`src/rtl/display_bcm_sequencer.sv`:
```
// Bit-plane (binary code modulation) scan sequencer for HUB75-style LED panels.
// Shifts one bit plane per row, latches it, then lights it for base_time<<plane cycles.
module display_bcm_sequencer #(
   parameter int segments      = 1,
   parameter int cyclewidth    = 8,
   parameter int columns       = 64,
   parameter int rows          = 16,
   parameter int pixel_latency = 2,
   parameter int base_time     = 1
) (
   input  logic                              clk,
   input  logic                              rst,
   input  logic                              enable,
   input  logic [cyclewidth*3*segments-1:0]  cpixel,
   output logic [$clog2(columns)-1:0]        pixel_col,
   output logic [$clog2(rows)-1:0]           pixel_row,
   output logic [3*segments-1:0]             display_data,
   output logic                              display_clk,
   output logic                              display_latch,
   output logic                              display_oe_n,
   output logic [$clog2(rows)-1:0]           display_row,
   output logic                              frame_done
);

   localparam int unsigned colbits   = $clog2(columns);
   localparam int unsigned rowbits   = $clog2(rows);
   localparam int unsigned NCH       = 3 * segments;
   localparam int unsigned SHIFT_LEN = 2 * columns + pixel_latency;
   localparam int unsigned SW        = $clog2(SHIFT_LEN + 1);
   localparam int unsigned ENW       = $clog2((base_time << (cyclewidth - 1)) + 1);
   localparam int unsigned PW        = (cyclewidth > 1) ? $clog2(cyclewidth) : 1;

   typedef enum logic [1:0] {IDLE, SHIFT, LATCH, ENABLE} state_t;

   state_t             state_q;
   logic [SW-1:0]      cnt_q, cnt_d, rel_q, rel_d;
   logic [PW-1:0]      plane_q;
   logic [rowbits-1:0] row_q, row_d, display_row_q;
   logic [ENW-1:0]     en_cnt_q, en_len;
   logic [colbits-1:0] pixel_col_q;
   logic [NCH-1:0]     data_q, plane_bits;
   logic               dclk_q, latch_q, oe_n_q, frame_q;
   logic               load_now, en_last, row_wrap;

   always_comb begin
      cnt_d    = cnt_q + SW'(1);
      rel_q    = cnt_q - SW'(pixel_latency);
      rel_d    = cnt_d - SW'(pixel_latency);
      // cpixel for column k arrives on SHIFT cycle 2k+pixel_latency and is shown that same cycle
      load_now = (state_q == SHIFT) && (cnt_q >= SW'(pixel_latency)) && !rel_q[0];
      en_len   = ENW'(base_time) << plane_q;
      en_last  = (en_cnt_q == en_len - ENW'(1));
      row_wrap = (row_q == rowbits'(rows - 1));
      row_d    = row_wrap ? '0 : row_q + rowbits'(1);
      plane_bits = '0;
      for (int unsigned g = 0; g < NCH; g++)
         plane_bits[g] = cpixel[g * cyclewidth + 32'(plane_q)];
   end

   always_ff @(posedge clk or posedge rst) begin
      if (rst) begin
         state_q       <= IDLE;
         cnt_q         <= '0;
         plane_q       <= PW'(cyclewidth - 1);
         row_q         <= '0;
         en_cnt_q      <= '0;
         pixel_col_q   <= '0;
         data_q        <= '0;
         dclk_q        <= 1'b0;
         latch_q       <= 1'b0;
         oe_n_q        <= 1'b1;
         display_row_q <= '0;
         frame_q       <= 1'b0;
      end else begin
         latch_q <= 1'b0;
         frame_q <= 1'b0;
         case (state_q)
            IDLE: begin
               if (enable) begin
                  state_q     <= SHIFT;
                  cnt_q       <= '0;
                  pixel_col_q <= '0;
                  dclk_q      <= 1'b0;
               end
            end
            SHIFT: begin
               if (load_now) data_q <= plane_bits;
               if (cnt_q == SW'(SHIFT_LEN - 1)) begin
                  state_q       <= LATCH;
                  latch_q       <= 1'b1;
                  display_row_q <= row_q;
                  dclk_q        <= 1'b0;
               end else begin
                  cnt_q <= cnt_d;
                  if (!cnt_d[0] && (cnt_d < SW'(2 * columns)))
                     pixel_col_q <= colbits'(cnt_d >> 1);
                  dclk_q <= (cnt_d >= SW'(pixel_latency)) && rel_d[0];
               end
            end
            LATCH: begin
               state_q  <= ENABLE;
               oe_n_q   <= 1'b0;
               en_cnt_q <= '0;
            end
            ENABLE: begin
               if (en_last) begin
                  oe_n_q <= 1'b1;
                  if (plane_q == '0) begin
                     plane_q <= PW'(cyclewidth - 1);
                     row_q   <= row_d;
                     frame_q <= row_wrap;
                  end else begin
                     plane_q <= plane_q - PW'(1);
                  end
                  if (enable) begin
                     state_q     <= SHIFT;
                     cnt_q       <= '0;
                     pixel_col_q <= '0;
                  end else begin
                     state_q <= IDLE;
                  end
               end else begin
                  en_cnt_q <= en_cnt_q + ENW'(1);
               end
            end
            default: state_q <= IDLE;
         endcase
      end
   end

   assign pixel_col     = pixel_col_q;
   assign pixel_row     = row_q;
   assign display_data  = load_now ? plane_bits : data_q;
   assign display_clk   = dclk_q;
   assign display_latch = latch_q;
   assign display_oe_n  = oe_n_q;
   assign display_row   = display_row_q;
   assign frame_done    = frame_q;

endmodule

```
`config.mk`:
```
export PLATFORM = sky130hd
export DESIGN_NAME = display_bcm_sequencer
export DESIGN_NICKNAME = d
export VERILOG_FILES = /design/src/rtl/display_bcm_sequencer.sv
export SDC_FILE = /design/constraint.sdc
export NUM_CORES = 1
export LEC_CHECK = 0
export BUFFER_PORTS_ARGS = -buffer_cell sky130_fd_sc_hd__buf_2
export CAP_MARGIN = 25
export CORE_MARGIN = 1
export CORE_UTILIZATION = 40
export CTS_BUF_LIST = sky130_fd_sc_hd__clkbuf_4 sky130_fd_sc_hd__clkbuf_8
export DETAILED_ROUTE_END_ITERATION = 8
export HOLD_SLACK_MARGIN = 0.12
export PLACE_DENSITY_LB_ADDON = 0.25
export RECOVER_POWER = 50
export SYNTH_ARGS = -nofsm -noshare
export SYNTH_HDL_FRONTEND = slang
export SYNTH_SLANG_ARGS = --single-unit
```
`constraint.sdc`:
```
create_clock -name clk -period 5.6 [get_ports clk]
set_input_delay 0.28 -clock clk [delete_from_list [all_inputs] [get_ports clk]]
set_output_delay 0.28 -clock clk [all_outputs]
set_load 0.02 [all_outputs]
```
==> reports/qor.tcl, run 1 <==
set qor(worstMarginPinSlew_ps) 2370
set qor(place_ws_ps) 1430
set qor(grt-ovfl-total) 0
set qor(drt-initial-drc-count) 78
set qor(period_minus_slack_ps) 4190
set qor(status) {finished, violations left}
set qor(drc) 0
set qor(post_synthesis_compound_gate_area_fraction_pct) 18.7
set qor(ant_diodes) 0
set qor(max_clock_freq_mhz) 239
set qor(worst-setup-path-type) {flop to flop}
set qor(routed-via-count) 2280
set qor(chipHeight_um) 85.3
set qor(count_of_filler_cells_inserted_in_the_layout) 612
set qor(gr-usage-all-layers_pct) 18.8
set qor(postSynth.asyncResetShare_pct) 100
set qor(total_wirelength_of_the_detailed_routed_design_mm) 6.37
set qor(ios) 48
set qor(critical_path.endpoint_type) {flop}
set qor(hold_violations) 0
set qor(final_critical_path_setup_slack_ps) 1410
set qor(commonest_non_fill_non_tap_cell_in_the_layout) {sky130_fd_sc_hd__dfrtp_1}
set qor(largest_family_of_logic_cells_by_synthesized_area) {simple AND/OR/NAND/NOR gates}
set qor(timing.final.setup_violations) 0
set qor(synth_fa_ha_area_share_pct) 6.77
set qor(cts.sink_count) 42
set qor(dp.cells) 395
set qor(critPathMaxFanout) 12
set qor(synth_top_area_cell) {sky130_fd_sc_hd__dfrtp_1}
set qor(slew_headroom_pct) -57.9
set qor(cts.htree.levels) 2
set qor(clock_root_buffer_master) {sky130_fd_sc_hd__clkbuf_8}
set qor(globalplace.congestion) 0.788
set qor(totalNegativeSetupSlack_ps) 0
set qor(floorplan.initialDensity_pct) 42.5
set qor(core_sq_um) 6530
set qor(design.die.area_sq_um) 7270
set qor(cellLeakagePower_nw) 1.45
set qor(p_per_area_nw_per_um2) 172
set qor(dp.final_hpwl_mm) 4.63
set qor(timing.critical_path.arrival_ps) 4390
set qor(firstDrtPassIters) 4
set qor(flow.area_growth_from_synthesis_pct) 13.4
set qor(instances_no_fill) 404
set qor(final_net_count) 368
set qor(cts_inserted_buffers) 5
set qor(finish.utilization_pct) 48.2
set qor(worst-endpoint-required_ps) 5800
set qor(synth_fp_nets) 323
set qor(final_layout_size_suffix_gt1_share_pct) 23.5
set qor(ant_nets) 0
set qor(clkSlewWorstSetupHoldPaths_ps) 90
set qor(post_synth_mux_area_share_pct) 9.70
set qor(final_min_period_over_clock_period_pct) 74.8
set qor(synth_top_cells_by_area) {sky130_fd_sc_hd__dfrtp_1, sky130_fd_sc_hd__ha_1, sky130_fd_sc_hd__mux4_2}
set qor(worst_setup_path_start_kind) {flop}
set qor(syn-cell-area_sq_um) 2770
set qor(ctsLongestPathBuffers) 2
set qor(drv_slew) 43
set qor(ys_ff_latch) 42
set qor(synth-edff-count) 0
set qor(synth_sequential_area_ratio_pct) 38.1
set qor(port_buffers) 47
set qor(yosysWarnings) 0
set qor(failed_checks) {max-capacitance violations, max-slew violations}
set qor(skew_ps) 6.46
set qor(postCtsSetupBuffers) 0
set qor(dominantRegCellSynth) {sky130_fd_sc_hd__dfrtp_1}
set qor(synth.distinct_cells) 59
set qor(viasPerCell) 5.64
set qor(synthesis.area_per_instance_sq_um) 9.87
set qor(synth_xor_xnor_area_share_pct) 3.16
set qor(grt_pass1_wl_mm) 10.8
set qor(grt_max_degree) 43
set qor(timing.max_cap.violations) 1
set qor(synth_cells) 281
set qor(rsz0062_at_grt) {false}
set qor(synth_simple_gate_area_share_pct) 19.7
set qor(insertion_delay_ps) 310
set qor(grt_antenna_before_repair) 0
set qor(first_global_vias) 2248
set qor(chipWidth_um) 85.3
set qor(post-synth-top-area-fraction_pct) 34.3
set qor(dr_wl_cell_um) 15.8
set qor(worst_min_delay_path_category) {input pin to flop}
set qor(placementRows) 29
set qor(whs_ps) 478
set qor(layout.cells.most_common_list) {sky130_fd_sc_hd__dfrtp_1, sky130_fd_sc_hd__buf_2, sky130_fd_sc_hd__nand2_1}
set qor(cts_tree) {done}
set qor(vdd_ir_drop_max_mv) 0.0988
## registers in the layout, indices dropped and copies added, names as in the netlist
signal	flops
cnt_q	8
frame_done	1
pixel_row	4
display_oe_n	1
en_cnt_q	8
pixel_col	6
state_q	2
data_q	3
display_clk	1
display_row	4
display_latch	1
plane_q	3
## worst paths after layout
kind	slack, ps	endpoint	start	cells past startpoint
setup / recovery	1410	cnt_q[1]	plane_q[0]	11
hold / removal	480	state_q[0]	enable	4
max in group asynchronous	2850	display_row[0]	rst	4
min in group asynchronous	1410	en_cnt_q[3]	rst	4
setup reg to reg	1410	cnt_q[1]	plane_q[0]	11
hold reg to reg	490	display_row[3]	display_row[3]	2
## critical path: stages (launching register included)
cell,delay [ps]
sky130_fd_sc_hd__dfstp_2,450
sky130_fd_sc_hd__inv_1,140
sky130_fd_sc_hd__ha_1,350
sky130_fd_sc_hd__nor2b_1,470
sky130_fd_sc_hd__inv_1,140
sky130_fd_sc_hd__ha_1,270
sky130_fd_sc_hd__and4bb_2,260
sky130_fd_sc_hd__or4_1,490
sky130_fd_sc_hd__a32o_1,290
sky130_fd_sc_hd__o41ai_4,500
sky130_fd_sc_hd__nand3_2,330
sky130_fd_sc_hd__mux2_4,380
## kinds of logic (layout without fill, tap and decap cells)
logic type	after synthesis	after routing
buffers and inverters	24	70
DFF	42	42
and+or+nand+nor	104	104
xor gates and xnor gates	10	10
muxes	17	17
AOI/OAI and AO/OA	69	69
adders and majority gates	15	15
## routing by layer
metal / vias to the layer above / track usage (%) / part of all wire (%)
met2: 36 / 32.2 / 50
met1: 1093 / 23.7 / 46
met5: - / 0 / 0
li1: 1139 / - / -
met4: 0 / 7.73 / 2.3
met3: 12 / 3.21 / 2.3
## area by class of cell
class                   instances  area, sq um  area share (%)
clock buffers                   5         68.8            2.19
clock inverters                 3         25.0           0.796
inverters                      12         45.0            1.43
multi-input cells             215         1610            51.2
flip-flops and latches         42         1060            33.6
well taps                      77         96.3            3.06
repair buffers                 50          244            7.76
## where the power goes
part | switching [W] | leakage [nW] | internal, W
clock network | 0.000122 | 0.0447 | 0.0000902
registers | 0.000000285 | 0.521 | 0.000304
logic | 0.0000128 | 0.881 | 0.0000117
total | 0.000135 | 1.45 | 0.000406
## Yosys cell counts, types with 3 or more instances
library cell / instances
sky130_fd_sc_hd__or3_1: 7
sky130_fd_sc_hd__dfrtp_1: 38
sky130_fd_sc_hd__ha_1: 15
sky130_fd_sc_hd__nor2b_1: 3
sky130_fd_sc_hd__dfstp_2: 4
sky130_fd_sc_hd__o2bb2ai_1: 3
sky130_fd_sc_hd__o31ai_1: 8
sky130_fd_sc_hd__o21ai_0: 14
sky130_fd_sc_hd__inv_1: 12
sky130_fd_sc_hd__nand4_1: 5
sky130_fd_sc_hd__mux4_2: 6
sky130_fd_sc_hd__xor2_1: 5
sky130_fd_sc_hd__xnor2_1: 5
sky130_fd_sc_hd__mux2_4: 3
sky130_fd_sc_hd__nor2_1: 20
sky130_fd_sc_hd__o211ai_1: 4
sky130_fd_sc_hd__mux2_2: 7
sky130_fd_sc_hd__a22o_1: 3
sky130_fd_sc_hd__a31oi_1: 7
sky130_fd_sc_hd__a21oi_1: 10
sky130_fd_sc_hd__clkbuf_1: 7
sky130_fd_sc_hd__or4_1: 5
sky130_fd_sc_hd__and3_1: 5
sky130_fd_sc_hd__nand3_1: 14
sky130_fd_sc_hd__nand2_1: 28
## per-stage QoR
step	power (W)	cell area [sq um]
finish	0.000541	3150
global route	0.000563	3150
CTS	0.000549	3160
detailed placement	0.000335	3060
global placement	0.000335	3060
floorplan	0.000322	2770
## timing repair
item                      4_1_cts  5_1_grt
gates resized for setup         0        0
hold endpoints to repair        2        0
hold buffers                    1        0
Note: power is estimated with default switching activity, not from simulation.
==> run 2: changes to the inputs <==
clock period = 3.79 ns   (was 5.6 ns; I/O delays follow)
==> run 2 against run 1 <==
Compared with the run above:
- largest cell class unchanged
- final cell count increased by 1.5%
- design area increased by 1.3%
- global-route usage decreased by 1.6 points
- via count increased by 1.4%
- clock skew about the same
- setup slack got worse by 1200 ps
- the flow still finishes with violations (max-capacitance violations, max-slew violations)
==> reports/qor.tcl, run 2 (same netlist as run 1, synthesis figures left out) <==
set qor(worst_path_dominant_cell_family) {compound AO/OA/AOI/OAI gates}
set qor(crit_buf_inv) 0
set qor(post_cts_resized) 0
set qor(hold_violations) 0
set qor(cts.sink_count) 42
set qor(commonest_non_fill_non_tap_cell_in_the_layout) {sky130_fd_sc_hd__dfrtp_1}
set qor(globalplace.congestion) 0.790
set qor(timing.critical_path.arrival_ps) 3750
set qor(critPathMaxFanout) 9
set qor(whs_path_depth) 4
set qor(worstMarginPinSlew_ps) 1530
set qor(flow.area_growth_from_synthesis_pct) 14.9
set qor(status) {finished, violations left}
set qor(port_buffers) 47
set qor(total_wirelength_of_the_detailed_routed_design_mm) 6.08
set qor(ff2ff_path_depth) 9
set qor(viasPerCell) 5.64
set qor(ios) 48
set qor(totalNegativeSetupSlack_ps) 0
set qor(final_net_count) 374
set qor(rsz0062_at_grt) {false}
set qor(ctsLongestPathBuffers) 2
set qor(routed-via-count) 2312
set qor(final_layout_size_suffix_gt1_share_pct) 23.1
set qor(failed_checks) {max-capacitance violations, max-slew violations}
set qor(final_design_area_no_fill_sq_um) 3190
set qor(max_clock_freq_mhz) 282
set qor(cellLeakagePower_nw) 1.45
set qor(grt_pass1_wl_mm) 9.92
set qor(grt-ovfl-total) 0
set qor(worst-setup-path-type) {flop to flop}
set qor(firstDrtPassIters) 4
set qor(p_per_area_nw_per_um2) 246
set qor(crit_top_cell) {sky130_fd_sc_hd__ha_1}
set qor(grt_antenna_before_repair) 0
set qor(insertion_delay_ps) 300
set qor(final_min_period_over_clock_period_pct) 93.7
set qor(drv_slew) 27
set qor(critical_path.endpoint_type) {flop}
set qor(vdd_ir_drop_max_mv) 0.153
set qor(drt-initial-drc-count) 91
set qor(design.die.area_sq_um) 7270
set qor(clock_root_buffer_master) {sky130_fd_sc_hd__clkbuf_8}
set qor(cts.htree.levels) 2
set qor(cpPeakStageDelay_ps) 560
set qor(core_sq_um) 6530
set qor(ant_diodes) 0
set qor(dr_wl_cell_um) 14.8
set qor(first_global_vias) 2120
set qor(timing.final.setup_violations) 0
set qor(placementRows) 29
set qor(chipWidth_um) 85.3
set qor(worst_setup_path_start_kind) {flop}
set qor(instance_count_on_the_critical_path) 9
set qor(postCtsSetupBuffers) 0
set qor(dpl_cell_area_sq_um) 3110
set qor(chipHeight_um) 85.3
set qor(drc) 0
set qor(layout.cells.most_common_list) {sky130_fd_sc_hd__dfrtp_1, sky130_fd_sc_hd__buf_2, sky130_fd_sc_hd__nand2_1}
set qor(slew_headroom_pct) -2.12
set qor(ant_nets) 0
set qor(grt_max_degree) 27
set qor(skew_ps) 6.65
set qor(worst-endpoint-required_ps) 3990
set qor(critical_path.cell_chain) {ha_1, nand2_1, ha_1, and4bb_2, or4_1, a32o_1, o41a_4, a211o_4, mux2_4}
set qor(cts_tree) {done}
set qor(period_minus_slack_ps) 3550
set qor(cts_inserted_buffers) 5
set qor(dp.cells) 401
set qor(total_power_w) 0.000784
set qor(floorplan.initialDensity_pct) 42.5
set qor(instances_no_fill) 410
set qor(gr-usage-all-layers_pct) 17.2
set qor(timing.max_cap.violations) 1
set qor(worst_min_delay_path_category) {input pin to flop}
set qor(dp.final_hpwl_mm) 4.41
set qor(worst_path_max_delay_cell) {sky130_fd_sc_hd__dfstp_2}
set qor(clkSlewWorstSetupHoldPaths_ps) 90
==> run 2: area by class of cell <==
cell class | count | area (sq um)
Clock buffer | 5 | 68.8
Clock inverter | 3 | 21.3
Fill cell | 619 | 3350
Inverter | 12 | 45.0
Multi-Input combinational cell | 215 | 1620
Sequential cell | 42 | 1060
Tap cell | 77 | 96.3
Timing Repair Buffer | 56 | 279
==> run 2: path summary, 6_finish.rpt <==
kind                                       end            from  slack (ps)
worst max-delay path              pixel_col[2]      plane_q[0]         240
worst min-delay path                state_q[0]          enable         380
worst max register to register    pixel_col[2]      plane_q[0]         240
worst min register to register  display_row[3]  display_row[3]         490
max in group asynchronous          en_cnt_q[5]             rst        1470
min in group asynchronous       display_row[3]             rst         490
==> run 2: tightest hold or removal path, cell delays in order <==
cell	delay, ps
sky130_fd_sc_hd__buf_2	110
sky130_fd_sc_hd__nand2b_1	160
sky130_fd_sc_hd__nand3_1	130
sky130_fd_sc_hd__a32oi_1	60
==> run 2: per-stage QoR <==
stage | hold WS, ps | setup slack [ps] | util (%)
after global routing | 387 | 111 | 48.8
after floorplan | 430 | 8.38 | -
after global placement | 289 | 340 | 47.6
after CTS | 373 | 242 | 49.2
after detailed placement | 296 | 277 | 47.6
final | 384 | 240 | 48.8
==> run 2: power breakdown <==
part / internal [W] / switching [W] / leakage [nW] / total, W
Sequential: 0.000449 / 0.000000423 / 0.521 / 0.000450
Combinational: 0.0000173 / 0.0000183 / 0.886 / 0.0000355
Clock: 0.000130 / 0.000169 / 0.0441 / 0.000298
==> run 2: routing by layer <==
metal / wire, um / track usage, %
met1: 2910 / 23.2
met2: 2890 / 28.2
met3: 220 / 3.21
met4: 48 / 5.61
met5: 0 / 0
==> run 2: timing repair <==
action,in CTS,in global routing
hold buffers,1,0
setup endpoints to repair,0,0
endpoints found under the hold margin,16,0
